[src/rtl/operand_regfile_pkg.sv]
// Shared operand-stage definitions: widths, shift codes and operand-state encoding.
// The shifter and decoder import the shift-code constants from here as well.
package operand_regfile_pkg;

  localparam int DATA_W = 16;
  localparam int NREGS  = 8;
  localparam int REG_AW = 3;

  localparam logic [1:0] SH_NONE = 2'b00;
  localparam logic [1:0] SH_LSL  = 2'b01;
  localparam logic [1:0] SH_LSR  = 2'b10;
  localparam logic [1:0] SH_ASR  = 2'b11;

  typedef enum logic [1:0] {
    EMPTY  = 2'd0,
    HAVE_A = 2'd1,
    HAVE_B = 2'd2,
    READY  = 2'd3
  } opnd_state_t;

endpackage

[src/rtl/operand_regfile_regfile_core.sv]
// Register array with one synchronous write port and two combinational read ports.
// OPERAND_REGFILE_BYPASS_EN forwards same-cycle write data onto a matching read port.
module regfile_core
  import operand_regfile_pkg::*;
#(
  parameter int DATA_W = operand_regfile_pkg::DATA_W,
  parameter int NREGS  = operand_regfile_pkg::NREGS,
  parameter int REG_AW = operand_regfile_pkg::REG_AW
) (
  input  logic              clk,
  input  logic              reset,
  input  logic              write,
  input  logic [REG_AW-1:0] writenum,
  input  logic [DATA_W-1:0] data_in,
  input  logic [REG_AW-1:0] readnum_a,
  input  logic [REG_AW-1:0] readnum_b,
  output logic [DATA_W-1:0] rdata_a,
  output logic [DATA_W-1:0] rdata_b
);

  logic [DATA_W-1:0] regs [NREGS];

  always_ff @(posedge clk) begin
    if (reset) begin
      for (int i = 0; i < NREGS; i++) regs[i] <= '0;
    end else if (write) begin
      regs[writenum] <= data_in;
    end
  end

  always_comb begin
    rdata_a = regs[readnum_a];
    rdata_b = regs[readnum_b];
`ifdef OPERAND_REGFILE_BYPASS_EN
    // Each port forwards independently so A and B may both see the new value.
    if (write && (readnum_a == writenum)) rdata_a = data_in;
    if (write && (readnum_b == writenum)) rdata_b = data_in;
`endif
  end

endmodule

[src/rtl/operand_regfile.sv]
// Operand stage feeding the shifter/ALU: latches A and B (+shift code) one cycle after load.
// Readiness FSM; issue while not ready is ignored and flagged. Build option: OPERAND_REGFILE_BYPASS_EN.
module operand_regfile
  import operand_regfile_pkg::*;
#(
  parameter int DATA_W = operand_regfile_pkg::DATA_W,
  parameter int NREGS  = operand_regfile_pkg::NREGS,
  parameter int REG_AW = operand_regfile_pkg::REG_AW
) (
  input  logic              clk,
  input  logic              reset,
  input  logic              write,
  input  logic [REG_AW-1:0] writenum,
  input  logic [DATA_W-1:0] data_in,
  input  logic [REG_AW-1:0] readnum_a,
  input  logic [REG_AW-1:0] readnum_b,
  input  logic              loada,
  input  logic              loadb,
  input  logic [1:0]        shift_in,
  input  logic              issue,
  output logic [DATA_W-1:0] aout,
  output logic [DATA_W-1:0] bout,
  output logic [1:0]        shift_out,
  output logic              opnd_rdy,
  output logic              issue_err
);

  logic [DATA_W-1:0] rdata_a;
  logic [DATA_W-1:0] rdata_b;
  opnd_state_t       state;
  opnd_state_t       state_nxt;
  logic              issue_err_nxt;

  regfile_core #(
    .DATA_W (DATA_W),
    .NREGS  (NREGS),
    .REG_AW (REG_AW)
  ) u_core (
    .clk       (clk),
    .reset     (reset),
    .write     (write),
    .writenum  (writenum),
    .data_in   (data_in),
    .readnum_a (readnum_a),
    .readnum_b (readnum_b),
    .rdata_a   (rdata_a),
    .rdata_b   (rdata_b)
  );

  always_ff @(posedge clk) begin
    if (reset) begin
      aout      <= '0;
      bout      <= '0;
      shift_out <= SH_NONE;
      state     <= EMPTY;
      issue_err <= 1'b0;
    end else begin
      if (loada) aout <= rdata_a;
      if (loadb) begin
        bout      <= rdata_b;
        shift_out <= shift_in;
      end
      state     <= state_nxt;
      issue_err <= issue_err_nxt;
    end
  end

  always_comb begin
    state_nxt     = state;
    issue_err_nxt = issue && (state != READY);
    case (state)
      EMPTY: begin
        if (loada && loadb) state_nxt = READY;
        else if (loada)     state_nxt = HAVE_A;
        else if (loadb)     state_nxt = HAVE_B;
      end
      HAVE_A: if (loadb) state_nxt = READY;
      HAVE_B: if (loada) state_nxt = READY;
      READY: begin
        // Fresh loads take priority over the pair being consumed.
        if (issue) begin
          if (loada && loadb) state_nxt = READY;
          else if (loada)     state_nxt = HAVE_A;
          else if (loadb)     state_nxt = HAVE_B;
          else                state_nxt = EMPTY;
        end
      end
      default: state_nxt = EMPTY;
    endcase
  end

  assign opnd_rdy = (state == READY);

endmodule

[config.mk]
export PLATFORM = sky130hd
export DESIGN_NAME = operand_regfile
export DESIGN_NICKNAME = d
export VERILOG_FILES = /design/src/rtl/operand_regfile_pkg.sv /design/src/rtl/operand_regfile_regfile_core.sv /design/src/rtl/operand_regfile.sv
export SDC_FILE = /design/constraint.sdc
export NUM_CORES = 1
export LEC_CHECK = 0
export BUFFER_PORTS_ARGS = -buffer_cell sky130_fd_sc_hd__buf_2
export CAP_MARGIN = 25
export CORE_ASPECT_RATIO = 0.7
export CORE_MARGIN = 8
export CORE_UTILIZATION = 45
export CTS_CLUSTER_DIAMETER = 30
export DETAILED_ROUTE_END_ITERATION = 6
export GPL_ROUTABILITY_DRIVEN = 1
export HOLD_SLACK_MARGIN = 0.1
export MAX_ROUTING_LAYER = met4
export PLACE_DENSITY = 0.74
export REMOVE_ABC_BUFFERS = 1
export SLEW_MARGIN = 25
export SYNTH_ARGS = -nofsm -noshare
export SYNTH_HDL_FRONTEND = slang
export SYNTH_SLANG_ARGS = --single-unit
[constraint.sdc]
create_clock -name clk -period 1.9 [get_ports clk]
set_input_delay 0 -clock clk [delete_from_list [all_inputs] [get_ports clk]]
set_output_delay 0 -clock clk [all_outputs]
set_load 0.1 [all_outputs]
==> reports/qor.csv, run 1 <==
stage;metric;value;unit
worst_setup_path;crit_fanout;16;
synth;post-synth-top-area-cell;edfxtp_1;
sta;setup_violations;0;
global_routing;grt_max_degree;33;
finish;drive_above_1_share;29.7;%
worst_setup_path;crit_family;simple AND/OR/NAND/NOR gates;
cts;clock-sinks;165;
synth;ys_ff_latch;165;
global_routing;grt_pass1_wl;35.4;mm
synth;synthTopCellsByArea;edfxtp_1 (45%), and2_1 (9.5%), dfxtp_1 (8.7%);
cts;clk-insertion-delay-late;0.43;ns
finish;multi_input_area;3520;um^2
synth;synth_top_area_share;45.4;%
sta;clock.fmax;596;MHz
placement;hpwl;15.1;mm
sta;post-route-period-util;88.4;%
worst_setup_path;reg2reg_to;state[0];
sta;min_period;1.68;ns
detailed_routing;via_per_inst;5.88;
die;die_x;180;um
synth;netlist_area;8470;um^2
cts;cts_buffer_depth;2;
sta;rsz0062_at_grt;no;
synth;yosys_warnings;0;
die;core_region_area;18700;um^2
placement;placed_cells;953;
synth;syn_inst;656;
detailed_routing;antenna_left;0;
finish;layout.area.seq;4580;um^2
sta;drv_slew;0;
sta;setup_tns;0;ns
cts;htreeDepth;4;
die;initial_core_util;45.4;%
detailed_routing;wire_per_inst;23.2;um
finish;fill_cells;1526;
power;leakagePower;3.81;nW
sta;finalHoldViolCount;0;
worst_setup_path;reg2reg_depth;6;
detailed_routing;route.detailed.drc;0;
sta;skew;0.00834;ns
power;total_power;9.46;mW
worst_setup_path;crit_chain;dlygate4sd3_1 > buf_2 > or3b_1 > nor2_1 > or2_2;
die;num_io_pins;69;
worst_setup_path;start_kind;primary input;
die;num_rows;42;
detailed_routing;drt-pass1-iter-count;6;
cts;root_buffer;clkbuf_16;
job;max_cap_viol_count;0;
finish;fin_cells;1006;
placement;portBuffers;68;
sta;max_slew_margin;58.7;%
finish;diodes;0;
worst_setup_path;critPathSlowestCell;dlygate4sd3_1;
placement;gp_congestion;0.851;
cts;clkTransAtPathRegs;0.07;ns
worst_setup_path;reg2reg_from;state[0];
worst_setup_path;slowest_delay;0.52;ns
sta;tightest_slew;0.619;ns
worst_hold_path;hold_path.class;in2reg;
synth;synth_ff_type;edfxtp_1;
worst_setup_path;worstSetupPathType;in2reg;
synth;synth.top_cells.by_count;and2_1 (128), edfxtp_1 (128), mux2i_1 (66);
cts;numCtsBuffers;17;
cts;cts_tree;yes;
worst_hold_path;min_to;aout[14];
synth;synth-async-reset-ratio;0;%
synth;ys_types;37;
global_routing;antenna_found_initial;0;
worst_hold_path;hold_depth;2;
global_routing;grt_overflow;0;
die;dieArea;23500;um^2
power;cellPowerDensity;962;nW/um^2
worst_setup_path;path_buf_inv;2;
worst_setup_path;regToRegSetupSlack;0.22;ns
outcome;status;completed;
global_routing;grt.total_usage;20.6;%
global_routing;grt_pass1_vias;6103;
synth;ys_seq_area_share;54.1;%
die;fp.dieH;131;um
finish;nNetsFinal;790;
detailed_routing;wirelength;23.4;mm
power;ir_drop;453;uV
cts;post_cts_buffers;0;
detailed_routing;dr.first_iter.drc_count;622;
worst_setup_path;required;1.97;ns
worst_setup_path;crit_cells;5;
synth;syn_avg_cell_area;12.9;um^2
worst_setup_path;crit_path_end_kind;flip-flop;
detailed_routing;vias;5919;
worst_setup_path;arrival;1.75;ns
synth;synth-edff-count;128;
worst_hold_path;worstHoldStart;loada;
finish;syn_to_final_growth;16.1;%
==> routing by layer <==
metal  track usage, %  vias to the layer above  wire (um)
met5                -                        -          0
met2             31.3                      319      10300
met4             6.55                        0        360
met1             26.8                     2921      10500
met3             5.39                       36       2200
li1                 -                     2643          -
==> worst reg2reg max path, stage by stage, from the launching register on <==
cell and delay, ns:
dfxtp_1 0.43, inv_1 0.12, ha_1 0.22, nor2b_1 0.14
o21bai_1 0.21, a21oi_1 0.13, a311oi_1 0.32
==> worst max path at each step <==
stage,start,to,slack (ns)
floorplan,state[0],state[1],0.17
global placement,reset,u_core.regs[2][14],0.35
detailed placement,state[0],state[0],0.30
CTS,reset,u_core.regs[2][14],0.23
global route,state[0],state[1],0.16
finish,reset,u_core.regs[3][6],0.22
==> layout by cell type, fill, tap and decap left out, drive strengths merged, types with 12 or more instances in the layout <==
cell type	Yosys	routed
a211oi	32	32
a221o	20	20
a22oi	13	13
and2	128	128
buf	17	102
clkbuf	30	18
dfxtp	37	37
dlygate4sd3	0	21
edfxtp	128	128
mux2	64	64
mux2i	66	66
nor2	43	43
o221ai	12	12
o22ai	20	20
==> layout make-up <==
class,count,share of cell area [%]
clock inverters,14,1.30
well taps,242,3.08
clock buffers,18,4.36
flip-flops and latches,165,46.6
multi-input cells,440,35.8
inverters,4,0.153
repair buffers,123,8.70
==> logic make-up after synthesis <==
logic type | after synthesis | synth area share, %
mux | 130 | 16.3
compound gates | 106 | 11.0
simple gates | 198 | 13.4
fa+ha+maj | 6 | 0.886
buf+inv | 51 | 4.37
flops | 165 | 54.1
==> registers in the layout, indices dropped and copies added (netlist names) <==
register	count
state	2
aout	16
issue_err	1
u_core.regs	128
shift_out	2
bout	16
==> power breakdown <==
group / total [mW] / switching [mW] / internal (mW) / leakage [nW]
logic: 1.85 / 1.25 / 0.601 / 2.01
clock network: 3.30 / 1.49 / 1.81 / 0.265
registers: 4.31 / 0.156 / 4.15 / 1.53
==> stage by stage <==
step,instance area (um^2),utilization (%),hold slack [ns],setup slack (ns)
finish,9830,52.7,0.155,0.221
global placement,9060,48.6,0.234,0.345
detailed placement,9060,48.6,0.245,0.304
floorplan,8120,-,0.0646,0.172
CTS,9830,52.7,0.151,0.233
global route,9830,52.7,0.172,0.160
==> repair_timing <==
action / CTS / global route
gates resized for setup: 0 / 0
hold endpoints to repair: 149 / 0
hold buffers: 21 / 0
Power figures use the tool's default switching activity.
==> run 2: changes to the inputs <==
ABC_AREA = 1   (was unset)
==> run 2 against run 1 <==
Compared with the run above: the flow now finishes with violations (design-rule violations); cell area up 2.9%; register-to-register slack improved by 0.29 ns; fmax increased by 2.9%; synthesized cell count rose by 70%; non-clock buffer count decreased by 2; sequential share of layout area decreased by 1.3 points; total power rose by 1.3%; largest cell class unchanged.
==> reports/qor.csv, run 2 <==
stage;metric;value;unit;change
global_routing;grt_pass1_wl;41.0;mm;+16%
synth;ys_ff_latch;165;;unchanged
finish;diodes;0;;unchanged
job;max_cap_viol_count;0;;unchanged
global_routing;grt_overflow;0;;unchanged
power;ir_drop;612;uV;+35%
worst_setup_path;crit_chain;dlygate4sd3_1 > buf_2 > inv_2 > nand2_2 > nor2_4 > nand2_2 > nand2_1 > buf_4;;
power;internal_power;6.54;mW;-0.39%
synth;synth-async-reset-ratio;0;%;unchanged
synth;yosys_warnings;0;;unchanged
worst_hold_path;hold_depth;3;;+1
cts;cts_buffer_depth;2;;unchanged
synth;synthSimpleGateAreaFrac;30.9;%;+18 points
finish;nNetsFinal;1230;;+56%
finish;largest_reg_flops;128;;unchanged
synth;synth_mux_area_share;0;%;-16 points
power;seqPwrFrac;44.3;%;-1.2 points
global_routing;grt_max_degree;65;;+97%
finish;final_core_utilization;53.2;%;+0.48 points
die;die_x;183;um;+1.7%
synth;synth_most_common_cell;nand2_1;;
worst_setup_path;regToRegSetupSlack;0.51;ns;+0.29 ns
worst_setup_path;crit_path_end_kind;flip-flop;;
die;num_io_pins;69;;unchanged
finish;final_cell_mix;nand2_1 (306), nand3_1 (192), inv_1 (157), nor2_1 (139), edfxtp_1 (128);;
placement;portBuffers;68;;unchanged
worst_setup_path;worst_setup_path_startpoint;reset;;
die;initial_core_util;46.2;%;+0.80 points
finish;final_common_cell;nand2_1;;
cts;post_cts_resized;0;;unchanged
sta;min_period;1.63;ns;-0.0473 ns
finish;syn_to_final_growth;15.1;%;
detailed_routing;vias;7867;;+33%
synth;post-synth-top-area-cell;edfxtp_1;;
cts;htreeDepth;4;;unchanged
cts;root_buffer;clkbuf_16;;
sta;setup_violations;0;;unchanged
outcome;violations;design-rule violations;;
finish;fin_cells;1468;;+46%
worst_setup_path;slowest_delay;0.54;ns;+0.02 ns
synth;netlist_area;8790;um^2;+3.8%
worst_hold_path;worstHoldStart;data_in[7];;
placement;hpwl;16.8;mm;+11%
cts;clk-insertion-delay-late;0.43;ns;about the same
synth;synth.top_cells.by_count;nand2_1 (306), nand3_1 (192), inv_1 (157);;
placement;gp_congestion;0.899;;+5.6%
finish;drive_above_1_share;12.6;%;-17 points
finish;largestRegisters;u_core.regs: 128 flops, aout: 16 flops, bout: 16 flops;;
die;core_region_area;19000;um^2;+2.0%
worst_setup_path;timing.critical_path.mode_cell;nand2_2;;
cts;cts_tree;yes;;
worst_setup_path;arrival;1.74;ns;about the same
synth;synth-edff-count;128;;unchanged
sta;drv_slew;0;;unchanged
worst_setup_path;critPathSlowestCell;dlygate4sd3_1;;
detailed_routing;wirelength;26.1;mm;+12%
die;fp.dieH;133;um;+1.6%
power;power_frac_comb;19.5;%;about the same
worst_hold_path;hold_path.class;in2reg;;
worst_setup_path;start_kind;primary input;;
worst_setup_path;path_buf_inv;4;;+2
worst_setup_path;worstSetupPathType;in2reg;;
power;p_sw_share;31.8;%;+1.2 points
sta;tightest_slew;0.782;ns;+0.163 ns
worst_setup_path;crit_fanout;17;;+1
detailed_routing;via_per_inst;5.36;;-8.9%
die;dieArea;24300;um^2;+3.4%
global_routing;antenna_found_initial;0;;unchanged
sta;rsz0062_at_grt;no;;
synth;synth_top_area_share;43.7;%;-1.6 points
finish;top_register;u_core.regs;;
synth;synth_fa_ha_area_share;0.854;%;-0.032 points
synth;synth_ff_type;edfxtp_1;;
worst_setup_path;reg2reg_from;state[0];;
sta;post-route-period-util;85.9;%;-2.5 points
worst_setup_path;reg2reg_to;issue_err;;
power;cellPowerDensity;947;nW/um^2;-1.6%
detailed_routing;antenna_left;0;;unchanged
sta;skew;0.0149;ns;+0.00657 ns
synth;syn_avg_cell_area;7.87;um^2;-39%
synth;ys_types;20;;-46%
sta;max_slew_margin;47.9;%;-11 points
detailed_routing;wire_per_inst;17.8;um;-23%
synth;syn_inst;1117;;+70%
synth;ys_seq_area_share;52.1;%;-2.0 points
detailed_routing;drt-pass1-iter-count;7;;+1
cts;numCtsBuffers;17;;unchanged
cts;clkTransAtPathRegs;0.07;ns;about the same
worst_setup_path;crit_family;buffers and inverters;;
synth;synthTopCellsByArea;edfxtp_1 (44%), nand2_1 (13%), nand3_1 (11%);;
global_routing;grt_pass1_vias;7505;;+23%
sta;finalHoldViolCount;0;;unchanged
global_routing;grt.total_usage;22.0;%;+1.4 points
power;power_switching;3.04;mW;+5.1%
worst_setup_path;reg2reg_depth;3;;-3
synth;synth_top_family_by_area;simple AND/OR/NAND/NOR gates;;
synth;synth_compound_area_share;4.48;%;-6.5 points
outcome;status;complete, but fails checks;;
worst_setup_path;required;2.01;ns;+0.04 ns
detailed_routing;route.detailed.drc;8;;+8
cts;post_cts_buffers;0;;unchanged
die;num_rows;42;;unchanged
sta;setup_tns;0;ns;unchanged
power;leakagePower;4.85;nW;+27%
worst_hold_path;min_to;u_core.regs[6][7];;
detailed_routing;dr.first_iter.drc_count;1030;;+66%
sta;clock.fmax;613;MHz;+2.9%
placement;placed_cells;1413;;+48%
power;p_clk_share;36.2;%;+1.3 points
synth;synth_xor_area_share;0;%;unchanged
cts;clock-sinks;165;;unchanged
==> run 2: power by group through the flow <==
stage / Sequential, mW / Clock, mW / Combinational [mW]
floorplan: 4.74 / 0 / 0.810
global placement: 4.32 / 0 / 1.76
detailed placement: 4.32 / 0 / 1.80
CTS: 4.24 / 3.49 / 1.85
global route: 4.27 / 3.63 / 2.02
finish: 4.25 / 3.47 / 1.87
==> run 2: layout make-up <==
| cell class | instances | area [um^2] |
|---|---|---|
| clock buffers | 21 | 504 |
| clock inverters | 11 | 80.1 |
| fillers | 1744 | 8910 |
| inverters | 160 | 601 |
| multi-input cells | 726 | 3180 |
| flip-flops and latches | 165 | 4580 |
| well taps | 264 | 330 |
| repair buffers | 121 | 833 |
==> run 2: how the worst max path moves through the flow <==
| stage | end | slack [ns] | cells after the start |
|---|---|---|---|
| 6_report | u_core.regs[3][12] | 0.27 | 8 |
| 5_1_grt | u_core.regs[3][12] | 0.13 | 8 |
| 4_1_cts | u_core.regs[3][12] | 0.29 | 8 |
| 3_5_place_dp | u_core.regs[3][9] | 0.42 | 7 |
| 3_3_place_gp | u_core.regs[3][14] | 0.47 | 7 |
| 2_1_floorplan | state[1] | 0.24 | 5 |
==> run 2: worst min-delay path, delay by kind of cell <==
kind	cells	cell delay, ns
and+or+nand+nor	1	0.16
buffers and inverters	2	0.28
==> run 2: layer usage <==
layer	GRT usage [%]	vias up	wire, um
li1	-	3690	-
met1	29.9	3648	11100
met2	32.5	476	11500
met3	4.48	53	3020
met4	6.76	0	517
met5	-	-	0
==> run 2: repair_timing <==
item	4_1_cts	5_1_grt
hold buffers	23	0
setup endpoints to repair	0	0
endpoints found under the hold margin	129	0
==> run 2: cells by family (layout without fill, tap and decap cells) <==
family | after synthesis | count (layout)
compound gates | 71 | 71
flops | 165 | 165
fa+ha+maj | 6 | 6
simple gates | 649 | 649
buf+inv | 226 | 313
==> run 2: stage by stage <==
stage | hold WS [ns] | total power, mW | setup slack [ns] | instance area, um^2
finish | 0.123 | 9.58 | 0.269 | 10100
global route | 0.117 | 9.92 | 0.131 | 10100
CTS | 0.101 | 9.58 | 0.293 | 10100
detailed placement | 0.219 | 6.13 | 0.415 | 9300
global placement | 0.219 | 6.08 | 0.466 | 9300
floorplan | 0.0768 | 5.55 | 0.240 | 8370
